[src/rtl/ser2par_pkg.sv]
// Shared types and defaults for the serial-to-parallel converter.
package ser2par_pkg;

    typedef enum logic [1:0] {
        IDLE  = 2'd0,
        SHIFT = 2'd1,
        PAR   = 2'd2
    } state_e;

    localparam int unsigned DEF_WIDTH = 8;

endpackage

[src/rtl/ser2par_cnt.sv]
// Bit counter for one serial word: advances on en_i, clr_i wins, tc_o flags count == WIDTH-1.
// Registered count, combinational terminal flag; no backpressure.
module ser2par_cnt
    import ser2par_pkg::*;
#(
    parameter int unsigned WIDTH = DEF_WIDTH
) (
    input  logic clk,
    input  logic rst,
    input  logic en_i,
    input  logic clr_i,
    output logic tc_o
);

    localparam int unsigned CW = $clog2(WIDTH);

    logic [CW-1:0] cnt_q;
    logic [CW-1:0] cnt_d;

    always_comb begin
        cnt_d = cnt_q;
        if (clr_i) begin
            cnt_d = '0;
        end else if (en_i) begin
            cnt_d = cnt_q + CW'(1);
        end
    end

    always_ff @(posedge clk or negedge rst) begin
        if (!rst) begin
            cnt_q <= '0;
        end else begin
            cnt_q <= cnt_d;
        end
    end

    assign tc_o = (cnt_q == CW'(WIDTH - 1));

endmodule

[src/rtl/ser2par.sv]
// Serial-to-parallel word assembler; word is presented on the edge sampling its last bit (SER2PAR_PARITY_EN adds a trailing even-parity bit).
// A held output word is never overwritten: a word completing while out_valid=1 and out_ready=0 is dropped with an overflow pulse.
module ser2par
    import ser2par_pkg::*;
#(
    parameter int unsigned WIDTH     = DEF_WIDTH,
    parameter bit          MSB_FIRST = 1'b1
) (
    input  logic             clk,
    input  logic             rst,
    input  logic             d,
    input  logic             en,
    output logic [WIDTH-1:0] out_data,
    output logic             out_valid,
    input  logic             out_ready,
    output logic             overflow,
    output logic             parity_err
);

    state_e           state_q;
    logic [WIDTH-1:0] shift_q;
    logic [WIDTH-1:0] shift_d;
    logic [WIDTH-1:0] out_data_q;
    logic             out_valid_q;
    logic             overflow_q;
    logic             tc;
    logic             cnt_en;
    logic             cnt_clr;
    logic             word_done;
    logic [WIDTH-1:0] word_d;
`ifdef SER2PAR_PARITY_EN
    logic             parity_err_q;
    logic             perr_d;
`endif

    // The parity bit is never shifted in, so the counter idles in PAR.
    assign cnt_en  = en && (state_q != PAR) && !tc;
    assign cnt_clr = en && (state_q != PAR) && tc;

    ser2par_cnt #(
        .WIDTH (WIDTH)
    ) u_cnt (
        .clk   (clk),
        .rst   (rst),
        .en_i  (cnt_en),
        .clr_i (cnt_clr),
        .tc_o  (tc)
    );

    always_comb begin
        if (MSB_FIRST) begin
            shift_d = {shift_q[WIDTH-2:0], d};
        end else begin
            shift_d = {d, shift_q[WIDTH-1:1]};
        end
`ifdef SER2PAR_PARITY_EN
        word_done = en && (state_q == PAR);
        word_d    = shift_q;
        perr_d    = (^shift_q) != d;
`else
        word_done = cnt_clr;
        word_d    = shift_d;
`endif
    end

    always_ff @(posedge clk or negedge rst) begin
        if (!rst) begin
            state_q      <= IDLE;
            shift_q      <= '0;
            out_data_q   <= '0;
            out_valid_q  <= 1'b0;
            overflow_q   <= 1'b0;
`ifdef SER2PAR_PARITY_EN
            parity_err_q <= 1'b0;
`endif
        end else begin
            overflow_q <= 1'b0;
            if (en) begin
                case (state_q)
                    IDLE, SHIFT: begin
                        shift_q <= shift_d;
                        if (tc) begin
`ifdef SER2PAR_PARITY_EN
                            state_q <= PAR;
`else
                            state_q <= IDLE;
`endif
                        end else begin
                            state_q <= SHIFT;
                        end
                    end
                    default: state_q <= IDLE;
                endcase
            end
            // Same-edge acceptance frees the holding register for the new word.
            if (word_done) begin
                if (!out_valid_q || out_ready) begin
                    out_data_q   <= word_d;
                    out_valid_q  <= 1'b1;
`ifdef SER2PAR_PARITY_EN
                    parity_err_q <= perr_d;
`endif
                end else begin
                    overflow_q <= 1'b1;
                end
            end else if (out_valid_q && out_ready) begin
                out_valid_q <= 1'b0;
            end
        end
    end

    assign out_data  = out_data_q;
    assign out_valid = out_valid_q;
    assign overflow  = overflow_q;
`ifdef SER2PAR_PARITY_EN
    assign parity_err = parity_err_q;
`else
    assign parity_err = 1'b0;
`endif

endmodule

[config.mk]
export PLATFORM = sky130hd
export DESIGN_NAME = ser2par
export DESIGN_NICKNAME = d
export VERILOG_FILES = /design/src/rtl/ser2par_pkg.sv /design/src/rtl/ser2par_cnt.sv /design/src/rtl/ser2par.sv
export SDC_FILE = /design/constraint.sdc
export NUM_CORES = 1
export LEC_CHECK = 0
export ABC_AREA = 1
export BUFFER_PORTS_ARGS = -buffer_cell sky130_fd_sc_hd__buf_4
export CAP_MARGIN = 5
export CORE_MARGIN = 2
export CORE_UTILIZATION = 55
export DETAILED_ROUTE_END_ITERATION = 10
export PLACE_DENSITY = 0.8
export SLEW_MARGIN = 20
export SYNTH_ARGS = -nofsm -noshare
export SYNTH_HDL_FRONTEND = slang
export SYNTH_SLANG_ARGS = --single-unit
[constraint.sdc]
create_clock -name clk -period 2.35 [get_ports clk]
set_input_delay 0.47 -clock clk [delete_from_list [all_inputs] [get_ports clk]]
set_output_delay 0.47 -clock clk [all_outputs]
set_load 0.01 [all_outputs]
==> results.md <==
* Netlist cell types at 15
* Initial antenna violation count at 0
* P_sw at 0.289 mW
* CP arrival at 1.55 ns
* Fmax at 760 MHz
* Number of post-CTS setup repair buffers at 0
* Layout cells sized above 1 at 23.8%
* Drt initial violations at 12
* Hold-fix buffers, CTS at 0
* Layout overhead on the synthesized area at 16.8%
* Internal power at 0.654 mW
* Ports at 16
* GRT Residual Overflow at 0
* Largest net degree at the start of global routing at 21
* Post_cts resized at 0
* CP Capture Type: register
* Root Driver: clkbuf_4
* Number of global-route vias before repair at 527
* Clock slew seen by the registers of the worst setup and hold paths at 0.11 ns
* Port Buffers at 14
* First-pass GRT wire length at 2370 um
* CTS tree: done
* Final setup vio count at 0
* Chip width at 42.6 um
* Most frequent cells in the layout: nand2_1 (32), dfrtp_1 (20), buf_4 (14), nand3_1 (10), o21ai_1 (6)
* Placed wire-length estimate at 1020 um
* DRC viols at 0
* Post-DRT Antenna Nets at 0
* Detailed-route vias per instance at 5.04
* Pleak at approximately 0.53 nW
* 1st-pass router iterations at 4
* Mapped cell area at 820 um^2
* Max Slew Vio Count at 0
* RSZ-0062 raised after global routing: false
* Switching Share at 30.6%
* Fin Clk Skew at 0.00102 ns
* Status: completed
* Max-cap viol count at 0
* Filler Cells Inserted at 98
* Die Span Y at 42.6 um
* Worst VDD drop at approximately 0.6 mV
* Total negative slack at 0 ns
* Seq/Total Area, Yosys at 61.1%
* Worst Setup Start Kind: register
* Sequential power share at 52.2%
* Clock Sinks at 20
* Req. time, crit path at 2.58 ns
* Comb pwr share at 27.3%
* Syn avg cell area at 9.53 um^2
* CP Class: reg2reg
* RD Place Congestion at 0.735
* Net Count, Synth at 93
* Clk_lat worst skew at 0.29 ns
* CTS buffer count at 3
* CORE AREA at ~0.0014 mm^2
* Diodes inserted at 0
* HP Class: in2async
* PD cells at 985 mW/mm^2
* Synth Instances at 86
* Total GRT Usage at 17.6%
* Avg WL per Cell at approximately 12 um
* CTS max path bufs at 2
* Nets at 109
* WL final at 1380 um
* Hold Fails Final Rpt at 0
* Worst-path maximum fanout at 9
* Final Critical Period at 1.32 ns
* H-tree levels at 1
* Total power at 0.943 mW
* Hold_ws at approximately 0.035 ns
* Std cell rows at 13
* Most common cell after layout, fill and taps aside: nand2_1
* Yosys warns at 0
* Part of the power in the clock network at 20.5%
* Die area at roughly 0.0018 mm^2
* Via count at just under 600
* Fin crit share at between 50% and 60%
* Initial Util at 60.7%
* Synthesis-stage register bit count at 20
## per-stage QoR
step | area, um^2 | std cells | utilization [%] | setup slack (ns)
5_1_grt | 957 | 116 | 70.9 | 0.919
6_report | 957 | 116 | 70.9 | 1.03
4_1_cts | 957 | 116 | 70.9 | 1.02
3_5_place_dp | 921 | 112 | 68.2 | 1.05
2_1_floorplan | 820 | 86 | - | 1.14
3_3_place_gp | 921 | 112 | 68.2 | 1.09
## per-layer routing
layer | GRT usage, % | wire length [um] | vias up
li1 | - | - | 297
met5 | 0 | 0 | -
met1 | 25.1 | 675 | 276
met2 | 25.5 | 638 | 10
met4 | 7.50 | 12 | 0
met3 | 4.31 | 52 | 2
## critical path, cell delays in order (launching register included)
cell      delay (ns)
dfrtp_1         0.42
ha_1            0.21
ha_1            0.20
nand2_2         0.11
clkinv_4        0.10
nand2_4         0.10
nand2_1         0.06
nand2_1         0.06
## synthesized netlist by cell type
library cell	n	area, um^2
inv_2	1	3.75
buf_4	3	22.5
conb_1	1	3.75
clkinv_4	1	8.76
o21ai_2	1	8.76
inv_1	4	15.0
dfrtp_1	20	500
clkinv_1	1	3.75
nor2_1	1	3.75
nand2_1	32	120
nand2_2	2	12.5
nand3_1	10	50.1
ha_1	2	25.0
o21ai_1	6	30.0
nand2_4	1	11.3
## registers in the layout (all words and copies together) (netlist names)
signal and flops:
overflow 1, out_data 8, u_cnt.cnt_q 3, out_valid 1, shift_q 7
## kinds of logic after synthesis
group	synth area share, %
other cells	0.458
buf+inv	6.56
fa+ha+maj	3.05
compound gates	4.73
simple gates	24.1
flops	61.1
## power groups by stage
stage | sequential [mW] | clock, mW | combinational [mW]
global route | 0.502 | 0.211 | 0.288
finish | 0.493 | 0.193 | 0.257
global placement | 0.498 | 0 | 0.256
floorplan | 0.516 | 0 | 0.118
CTS | 0.493 | 0.195 | 0.263
detailed placement | 0.500 | 0 | 0.263
## final timing paths
path	start	slack, ns	cells past startpoint	endpoint
min in group clk	d	0.43	3	shift_q[0]
setup reg to reg	u_cnt.cnt_q[0]	1.03	7	out_data[6]
hold / removal	rst	0.03	1	out_data[1]
setup / recovery	u_cnt.cnt_q[0]	1.03	7	out_data[6]
hold reg to reg	out_data[0]	0.48	2	out_data[0]
max in group asynchronous	rst	2.12	1	out_data[3]
## area by class of cell
type / instances / area (um^2) / share of cell area [%]
timing repair buffer: 14 / 105 / 11.0
clock buffer: 4 / 36.3 / 3.79
tap: 15 / 18.8 / 1.96
sequential: 20 / 500 / 52.3
multi-input combinational: 56 / 265 / 27.7
inverter: 7 / 31.3 / 3.27
(Power assumes the default switching activity.)
